$ cat src/rtl/wb_arb_pkg.sv
// Shared types for the two-master Wishbone round-robin arbiter.
// Holds the FSM state and owner encodings, the reset value of the
// last-owner register and a helper that turns an owner into a one-hot grant.
package wb_arb_pkg;

  typedef enum logic {IDLE, BUSY} arb_state_t;

  typedef enum logic {OWN_M0, OWN_M1} owner_t;

  // m1 is recorded as the last owner out of reset so m0 wins the first contention
  localparam owner_t RESET_LAST_OWNER = OWN_M1;

  function automatic logic [1:0] owner_onehot(input owner_t own);
    return (own == OWN_M0) ? 2'b01 : 2'b10;
  endfunction

endpackage

$ cat src/rtl/wb_arb_watchdog.sv
// Stall watchdog for the arbiter: counts consecutive stalled strobe cycles
// and emits a one-cycle expire pulse the cycle after the count reaches
// TIMEOUT_CYCLES-1 while still stalled. TIMEOUT_CYCLES==0 disables it.
// Ports:
//   clock     rising-edge clock
//   reset     synchronous active-low reset
//   enable_i  cycle is stalled (strobe out, no ack/err)
//   clear_i   restart the count (ack, err, release, owner change, idle)
//   expire_o  registered one-cycle expiry pulse
module wb_arb_watchdog #(
  parameter int unsigned TIMEOUT_CYCLES = 256,
  parameter int unsigned TIMEOUT_WIDTH  = 16
) (
  input  logic clock,
  input  logic reset,
  input  logic enable_i,
  input  logic clear_i,
  output logic expire_o
);

  localparam logic [TIMEOUT_WIDTH-1:0] CNT_LAST = TIMEOUT_WIDTH'(TIMEOUT_CYCLES - 1);

  logic [TIMEOUT_WIDTH-1:0] cnt_q, cnt_d;
  logic                     exp_q, exp_d;

  // Next count / expiry; the expiry cycle itself also restarts the count
  always_comb begin
    cnt_d = cnt_q;
    exp_d = 1'b0;
    if (TIMEOUT_CYCLES == 0) begin
      cnt_d = '0;
    end else if (clear_i || exp_q) begin
      cnt_d = '0;
    end else if (enable_i) begin
      if (cnt_q == CNT_LAST) begin
        exp_d = 1'b1;
        cnt_d = '0;
      end else begin
        cnt_d = cnt_q + TIMEOUT_WIDTH'(1);
      end
    end
  end

  always_ff @(posedge clock) begin
    if (!reset) begin
      cnt_q <= '0;
      exp_q <= 1'b0;
    end else begin
      cnt_q <= cnt_d;
      exp_q <= exp_d;
    end
  end

  assign expire_o = exp_q;

endmodule

$ cat src/rtl/wb_rr_arbiter.sv
// Two-master, one-slave Wishbone classic round-robin arbiter. The grant is
// held for a whole CYC; a watchdog turns a never-acknowledged strobe into an
// error back to the owning master.
// Ports:
//   clock, reset               rising-edge clock, synchronous active-low reset
//   m0_* / m1_*                master-side Wishbone ports
//   wb_*                       slave-side Wishbone port
//   gnt_o                      registered one-hot grant (bit0 = m0, bit1 = m1)
//   timeout_o                  one-cycle pulse when the watchdog fires
module wb_rr_arbiter
  import wb_arb_pkg::*;
#(
  parameter int unsigned WB_DATA_WIDTH   = 32,
  parameter int unsigned WB_ADDR_WIDTH   = 32,
  parameter int unsigned WB_SELECT_WIDTH = WB_DATA_WIDTH / 8,
  parameter int unsigned TIMEOUT_CYCLES  = 256,
  parameter int unsigned TIMEOUT_WIDTH   = 16
) (
  input  logic                       clock,
  input  logic                       reset,
  input  logic [WB_ADDR_WIDTH-1:0]   m0_adr_i,
  input  logic [WB_DATA_WIDTH-1:0]   m0_dat_i,
  output logic [WB_DATA_WIDTH-1:0]   m0_dat_o,
  input  logic                       m0_we_i,
  input  logic [WB_SELECT_WIDTH-1:0] m0_sel_i,
  input  logic                       m0_stb_i,
  input  logic                       m0_cyc_i,
  output logic                       m0_ack_o,
  output logic                       m0_err_o,
  input  logic [WB_ADDR_WIDTH-1:0]   m1_adr_i,
  input  logic [WB_DATA_WIDTH-1:0]   m1_dat_i,
  output logic [WB_DATA_WIDTH-1:0]   m1_dat_o,
  input  logic                       m1_we_i,
  input  logic [WB_SELECT_WIDTH-1:0] m1_sel_i,
  input  logic                       m1_stb_i,
  input  logic                       m1_cyc_i,
  output logic                       m1_ack_o,
  output logic                       m1_err_o,
  output logic [WB_ADDR_WIDTH-1:0]   wb_adr_o,
  output logic [WB_DATA_WIDTH-1:0]   wb_dat_o,
  input  logic [WB_DATA_WIDTH-1:0]   wb_dat_i,
  output logic                       wb_we_o,
  output logic [WB_SELECT_WIDTH-1:0] wb_sel_o,
  output logic                       wb_stb_o,
  output logic                       wb_cyc_o,
  input  logic                       wb_ack_i,
  input  logic                       wb_err_i,
  output logic [1:0]                 gnt_o,
  output logic                       timeout_o
);

  arb_state_t state_q, state_d;
  owner_t     owner_q, owner_d;
  owner_t     last_q, last_d;
  logic [1:0] gnt_q, gnt_d;

  logic own_cyc, oth_cyc, release_c;
  logic sel_m0, sel_m1;
  logic expire, stalled, wd_clear;

  assign own_cyc   = (owner_q == OWN_M0) ? m0_cyc_i : m1_cyc_i;
  assign oth_cyc   = (owner_q == OWN_M0) ? m1_cyc_i : m0_cyc_i;
  assign release_c = (state_q == BUSY) && !own_cyc;

  // Arbitration and release/handoff
  always_comb begin
    state_d = state_q;
    owner_d = owner_q;
    last_d  = last_q;
    gnt_d   = 2'b00;
    case (state_q)
      IDLE: begin
        if (m0_cyc_i && m1_cyc_i) begin
          owner_d = (last_q == OWN_M0) ? OWN_M1 : OWN_M0;
          state_d = BUSY;
        end else if (m0_cyc_i) begin
          owner_d = OWN_M0;
          state_d = BUSY;
        end else if (m1_cyc_i) begin
          owner_d = OWN_M1;
          state_d = BUSY;
        end
      end
      BUSY: begin
        if (!own_cyc) begin
          last_d = owner_q;
          if (oth_cyc) begin
            owner_d = (owner_q == OWN_M0) ? OWN_M1 : OWN_M0;
          end else begin
            state_d = IDLE;
          end
        end
      end
      default: state_d = IDLE;
    endcase
    if (state_d == BUSY) begin
      gnt_d = owner_onehot(owner_d);
    end
  end

  always_ff @(posedge clock) begin
    if (!reset) begin
      state_q <= IDLE;
      owner_q <= OWN_M0;
      last_q  <= RESET_LAST_OWNER;
      gnt_q   <= 2'b00;
    end else begin
      state_q <= state_d;
      owner_q <= owner_d;
      last_q  <= last_d;
      gnt_q   <= gnt_d;
    end
  end

  // Reset is folded into the path select so the slave sees cyc/stb drop in
  // the very cycle reset is sampled, and any in-flight ack is discarded.
  assign sel_m0 = reset && gnt_q[0];
  assign sel_m1 = reset && gnt_q[1];

  assign wb_adr_o = sel_m0 ? m0_adr_i : (sel_m1 ? m1_adr_i : '0);
  assign wb_dat_o = sel_m0 ? m0_dat_i : (sel_m1 ? m1_dat_i : '0);
  assign wb_sel_o = sel_m0 ? m0_sel_i : (sel_m1 ? m1_sel_i : '0);
  assign wb_we_o  = (sel_m0 && m0_we_i) || (sel_m1 && m1_we_i);
  assign wb_cyc_o = (sel_m0 && m0_cyc_i) || (sel_m1 && m1_cyc_i);
  // Strobe is withdrawn for the single cycle in which the timeout error is returned
  assign wb_stb_o = ((sel_m0 && m0_cyc_i && m0_stb_i) ||
                     (sel_m1 && m1_cyc_i && m1_stb_i)) && !expire;

  assign m0_ack_o = sel_m0 && wb_ack_i;
  assign m1_ack_o = sel_m1 && wb_ack_i;
  assign m0_err_o = sel_m0 && (wb_err_i || expire);
  assign m1_err_o = sel_m1 && (wb_err_i || expire);
  assign m0_dat_o = sel_m0 ? wb_dat_i : '0;
  assign m1_dat_o = sel_m1 ? wb_dat_i : '0;

  assign gnt_o = gnt_q;

  // A real ack/err in the expiry cycle means the cycle is not stalled, so it wins
  assign stalled  = (state_q == BUSY) && wb_stb_o && !wb_ack_i && !wb_err_i;
  assign wd_clear = (state_q != BUSY) || release_c || wb_ack_i || wb_err_i;

  wb_arb_watchdog #(
    .TIMEOUT_CYCLES (TIMEOUT_CYCLES),
    .TIMEOUT_WIDTH  (TIMEOUT_WIDTH)
  ) u_watchdog (
    .clock    (clock),
    .reset    (reset),
    .enable_i (stalled),
    .clear_i  (wd_clear),
    .expire_o (expire)
  );

  assign timeout_o = expire;

endmodule

$ cat config.mk
export PLATFORM = sky130hd
export DESIGN_NAME = wb_rr_arbiter
export DESIGN_NICKNAME = d
export VERILOG_FILES = /design/src/rtl/wb_arb_pkg.sv /design/src/rtl/wb_arb_watchdog.sv /design/src/rtl/wb_rr_arbiter.sv
export SDC_FILE = /design/constraint.sdc
export NUM_CORES = 1
export LEC_CHECK = 0
export CELL_PAD_IN_SITES_DETAIL_PLACEMENT = 0
export CELL_PAD_IN_SITES_GLOBAL_PLACEMENT = 1
export CORE_ASPECT_RATIO = 1.1
export CORE_MARGIN = 3
export CORE_UTILIZATION = 16
export CTS_BUF_LIST = sky130_fd_sc_hd__clkbuf_16
export CTS_CLUSTER_DIAMETER = 100
export DETAILED_ROUTE_END_ITERATION = 7
export GPL_TIMING_DRIVEN = 0
export PLACE_DENSITY_LB_ADDON = 0.2
export SLEW_MARGIN = 20
export SYNTH_ARGS = -nofsm -noshare
export SYNTH_HDL_FRONTEND = slang
export SYNTH_SLANG_ARGS = --single-unit
$ cat constraint.sdc
create_clock -name clock -period 3.3 [get_ports clock]
set_input_delay 0.66 -clock clock [delete_from_list [all_inputs] [get_ports clock]]
set_output_delay 0.66 -clock clock [all_outputs]
set_load 0.01 [all_outputs]
======== After elaboration in Yosys (flattened, before gate mapping) ========
Index checks and enable logic that the tools add are counted.
storage, ports and cells
  bits in registers ....................... 22
  bits in latches ......................... 0
  bits in writable memories ............... 0
  memory bits (read-only) ................. 0
  input port bits ......................... 178
  output and inout port bits .............. 142
  logic and storage cells ................. 73
  memories kept ........................... 0
operators by class
  add/sub/neg operators ................... 1
  multiply operators ...................... 0
  divide/modulo/power cells ............... 0
  magnitude comparators ................... 0
  eq/ne operators ......................... 1
  shift-type cells ........................ 0
  multiplexer cells ....................... 27
  bitwise gates (word level) .............. 4
  reduce and logical (&&, ||, !) cells .... 34
operators with widths
  operator                                        number
  2-to-1 mux 32 bit                               6
  logical AND 1 bit                               18
  adder 16 x 1 -> 16 bit, second input constant   1
  == test 16 x 8 -> 1 bit, second input constant  1
  2-to-1 mux 16 bit                               1
  2-to-1 mux 1 bit                                15
  logical OR 1 bit                                8
  2-to-1 mux 4 bit                                2
  zero test 1 bit                                 4
  NOT 1 bit                                       4
  one-hot mux 1 bit (2 select lines)              2
  AND reduction 2 bit                             2
  OR reduction 3 bit                              1
  2-to-1 mux 2 bit                                1
  OR reduction 2 bit                              1

======== Longest topological paths before layout ========
  word-level depth ........................ 10
  mapped depth ............................ 7

======== Modules after synthesis ========
A second synthesis with hierarchy kept.
second synthesis, totals
  cells, all modules ...................... 283
  area, all modules ....................... 2213.4 um^2
modules (own cells, without submodules)
  module           times used  cells each  area an instance (um^2)  sequential area each (um^2)
  wb_rr_arbiter    1           199         1447.6                   100.1
  wb_arb_watchdog  1           84          765.7                    340.3

======== Least setup slack after synthesis ========
Ideal clock, no wire load.
  path type ............................... input -> output
  from .................................... in reset
  to ...................................... out m0_err_o
  arrival time ............................ 1.675 ns
  data required time ...................... 2.640 ns
  slack ................................... 0.965 ns
  stages on the path ...................... 5
  path buffers ............................ 3
  cell sequence ........................... buf_2 and2_1 clkbuf_1 clkbuf_1 nor2b_1
between the ends
  longest elaborated chain between the ends .. 2
RTL lines
  what               line                  RTL
  from (decl)        wb_rr_arbiter.sv:20   input logic reset,
  logical AND 1 bit  wb_rr_arbiter.sv:117  assign sel_m0 = reset && gnt_q[0];
  logical AND 1 bit  wb_rr_arbiter.sv:131  assign m0_err_o = sel_m0 && (wb_err_i || expire);
  to (decl)          wb_rr_arbiter.sv:29   output logic m0_err_o,
No other way between the ends.

======== Worst setup path in the final report ========
  from .................................... in m0_cyc_i
  to ...................................... out wb_stb_o
between the ends
  longest elaborated chain between the ends .. 4
RTL lines
  what                            line                  RTL
  from (decl)                     wb_rr_arbiter.sv:27   input logic m0_cyc_i,
  logical AND 1 bit (2 in a row)  wb_rr_arbiter.sv:126  assign wb_stb_o = ((sel_m0 && m0_cyc_i && m0_stb_i) ||
  logical OR 1 bit                wb_rr_arbiter.sv:126
  logical AND 1 bit               wb_rr_arbiter.sv:127  (sel_m1 && m1_cyc_i && m1_stb_i)) && !expire;
  to (decl)                       wb_rr_arbiter.sv:44   output logic wb_stb_o,
No other way between the ends.

==> summary.log <==
qor: layout.layout_commonest_cell sky130_fd_sc_hd__clkdlybuf4s50_1
qor: global_routing.grt_util_all_layers 21.1%
qor: yosys.ys_warn_count 0
qor: cts.cts_tree yes
qor: flow_run.max_cap_viol_count 0
qor: layout.nNetsFinal 809
qor: critical_path.cp-start-kind input port
qor: cts.clk_path_buf_depth 2
qor: floorplanning.fp.dieH 132 um
qor: critical_path.worst-path-buf-inv 2
qor: yosys.synthesis.nets 487
qor: critical_path.cp-end-kind output port
qor: cts.clock_sink_count 22
qor: critical_path.crit_path_max_fanout 7
qor: critical_path.cp_data_required_time 2640 ps
qor: layout.num-fill-cells 1485
qor: critical_path.crit_arrival 2280 ps
qor: cts.cts-buffers-inserted 3
qor: power.vdd_ir_drop_max 0.148 mV
qor: timing.finalWorstSetupSlack 361 ps
qor: critical_path.critPathMaxStageDelay 600 ps
qor: layout.mostFrequentLayoutCells sky130_fd_sc_hd__clkdlybuf4s50_1 (306), sky130_fd_sc_hd__a22o_1 (68), sky130_fd_sc_hd__and3_1 (66), sky130_fd_sc_hd__dfxtp_1 (22), sky130_fd_sc_hd__a21oi_1 (18)
qor: power.leakagePower 2.36 nW
qor: yosys.ys_async_sr_fraction 0%
qor: layout.seq_area 440 um^2
qor: routing.post_drt_via_cell_ratio 4.66
qor: cts.clkSlewWorstSetupHoldPaths 60 ps
qor: yosys.netlist_area 2300 um^2
qor: yosys.synth-seq-area-share 19.1%
qor: yosys.synth_unique_cells 41
qor: cts.cts-root-buf sky130_fd_sc_hd__clkbuf_16
qor: cts.clkLatencyLatePin 260 ps
qor: timing.timing.fmax 340 MHz
qor: critical_path.startpoint m0_cyc_i
qor: layout.antenna_cells_inserted 0
qor: global_routing.grt_pass1_wl 25600 um
qor: routing.drc_errors 0
qor: placed_design.hpwlAfterDp 15400 um
qor: timing.pins_over_slew_limit 0
qor: routing.detailedRoute.firstPassIterationCount 4
qor: yosys.synthFlopType sky130_fd_sc_hd__dfxtp_1
qor: critical_path.rr_startpoint gnt_o[0]$_SDFF_PN0_
qor: yosys.avgSynthCellArea 7.48 um^2
qor: timing.min_cycle_time_layout 2940 ps
qor: min_path.min_from u_watchdog.cnt_q[1]$_SDFFE_PP0P_
qor: timing.finalHoldViolations 0
qor: critical_path.reg2reg_slack 1260 ps
qor: floorplanning.die_w 120 um
qor: global_routing.first_global_vias 3796
qor: routing.post_drt_wl_per_cell 22.0 um
qor: layout.final_layout_size_suffix_gt1_share 5.09%
qor: global_routing.antenna_found_initial 4
qor: critical_path.critical_path_class in2out
qor: routing.routed_wirelength 18000 um
qor: floorplanning.rows 45
qor: timing.tightest_slew 611 ps
qor: cts.postCtsSetupRepairBufs 0
qor: routing.detailedRoute.firstIterationViolations 189
qor: placed_design.portBuffers 318
qor: timing.final.hold.worst_slack 498 ps
qor: power.pwr_density_cell 182 nW/um^2
qor: cts.cts-htree-levels 1
qor: timing.finalSetupViolations 0
qor: routing.via_count 3807
qor: run_status.status finished, final reports clean
qor: placed_design.place_ws -742 ps
qor: timing.timing.clock.skew 5.06 ps
qor: floorplanning.start_util 16.5%
qor: critical_path.worst_path_dominant_cell_family buffers and inverters
qor: timing.slew_headroom 59.1%
qor: floorplanning.io-pin-count 320
qor: floorplanning.design.die.area 15900 um^2
qor: min_path.hold_path_depth 2
qor: timing.grt_setup_unrepaired no
qor: global_routing.congestion_overflow_gr 0
qor: critical_path.reg2reg_depth 5
qor: routing.residual_antenna_violating_net_count_after_detailed_routing 0
qor: yosys.synth_seq_cells 22
qor: floorplanning.core 14000 um^2
qor: layout.area_growth_syn_to_layout 154%
qor: yosys.synth_enable_flop_cells 0
qor: min_path.worst_min_path_class reg2reg
qor: layout.multiInputGateArea 1720 um^2
qor: critical_path.timing.critical_path.cells clkdlybuf4s50_1 -> and4_1 -> nor2_1 -> nor2_1 -> clkdlybuf4s50_1
qor: critical_path.crit_slowest_cell sky130_fd_sc_hd__clkdlybuf4s50_1
qor: layout.utilization 41.9%
qor: yosys.syn_inst 308
qor: timing.final_min_period_over_clock_period 89.1%
qor: placed_design.place.gp.congestion 0.914
qor: global_routing.largest_net_degree_at_the_start_of_global_routing 13
qor: critical_path.cp.depth 5
## metrics by stage
step | area [um^2] | total power, mW | setup TNS [ps] | instances
5_1_grt | 5850 | 1.11 | 0 | 817
2_1_floorplan | 2300 | 0.414 | 0 | 308
6_report | 5850 | 1.06 | 0 | 817
4_1_cts | 5840 | 1.07 | -1.61 | 817
3_3_place_gp | 5720 | 0.801 | -35110 | 814
3_5_place_dp | 5720 | 0.800 | -38650 | 814
## cell type report
type | count | share of cell area (%)
Tap cell | 188 | 4.02
Multi-Input combinational cell | 249 | 29.5
Inverter | 3 | 0.192
Timing Repair Buffer | 318 | 54.2
Clock inverter | 1 | 0.0641
Sequential cell | 22 | 7.52
Buffer | 33 | 3.29
Clock buffer | 3 | 1.28
## registers in the layout, summed over array words and instances (netlist names)
| signal | cells |
|---|---|
| u_watchdog.cnt_q | 16 |
| gnt_o | 2 |
| last_q | 1 |
| owner_q | 1 |
| state_q | 1 |
| u_watchdog.expire_o | 1 |
## cell families after synthesis
group | after synthesis | synth area share [%]
flip-flops | 22 | 19.1
AO/OA/AOI/OAI | 113 | 37.4
buffers and inverters | 37 | 6.62
AND/OR/NAND/NOR | 132 | 35.2
adder cells (fa/ha/maj) | 1 | 0.543
XOR/XNOR | 3 | 1.14
## final timing paths
check / end
hold / removal: u_watchdog.cnt_q[1]$_SDFFE_PP0P_
setup / recovery: wb_stb_o
hold reg to reg: u_watchdog.cnt_q[1]$_SDFFE_PP0P_
setup reg to reg: u_watchdog.cnt_q[8]$_SDFFE_PP0P_
## cell usage after synthesis, types with 2 or more instances
cell type	n	area share, %
sky130_fd_sc_hd__and2_1	2	0.54
sky130_fd_sc_hd__nor2b_1	3	0.81
sky130_fd_sc_hd__o21ai_1	7	1.5
sky130_fd_sc_hd__buf_1	2	0.33
sky130_fd_sc_hd__o21ai_0	8	1.7
sky130_fd_sc_hd__or3_1	5	1.4
sky130_fd_sc_hd__inv_1	3	0.49
sky130_fd_sc_hd__nand2_1	14	2.3
sky130_fd_sc_hd__a21oi_1	18	3.9
sky130_fd_sc_hd__a41oi_1	3	1.1
sky130_fd_sc_hd__buf_2	4	0.87
sky130_fd_sc_hd__nand3_1	5	1.1
sky130_fd_sc_hd__a22oi_1	2	0.65
sky130_fd_sc_hd__nand4b_1	3	1.1
sky130_fd_sc_hd__o21a_1	2	0.65
sky130_fd_sc_hd__and4_1	3	1.1
sky130_fd_sc_hd__clkbuf_1	26	4.2
sky130_fd_sc_hd__dfxtp_1	22	19
sky130_fd_sc_hd__a22o_1	68	26
sky130_fd_sc_hd__nor3_1	3	0.65
sky130_fd_sc_hd__xor2_1	2	0.76
sky130_fd_sc_hd__nand4_1	5	1.4
sky130_fd_sc_hd__nor2_1	15	2.4
sky130_fd_sc_hd__and3_1	66	18
## power breakdown
group	total [mW]	internal [mW]	switching (mW)
sequential	0.278	0.270	0.00799
clock	0.263	0.162	0.101
combinational	0.522	0.334	0.188
## worst reg2reg max path: cells and delay by family, from the launching register on
| family | cells | cell delay (ps) |
|---|---|---|
| and+or+nand+nor | 2 | 810 |
| DFF | 1 | 570 |
| AOI/OAI and AO/OA | 3 | 570 |
## what timing repair did
item	CTS	global route
pin swaps	0	1
hold buffers	0	0
setup endpoints to repair	71	51
resized for setup	38	9
## layer usage
layer	global-route usage [%]	share of wire (%)	routed length, um
met2	33.4	45	8140
met5	0	0.31	55
met3	9.53	11	2000
met4	3.27	1.6	287
met1	27.0	42	7500
No activity file was read; power rests on OpenSTA's default activity.
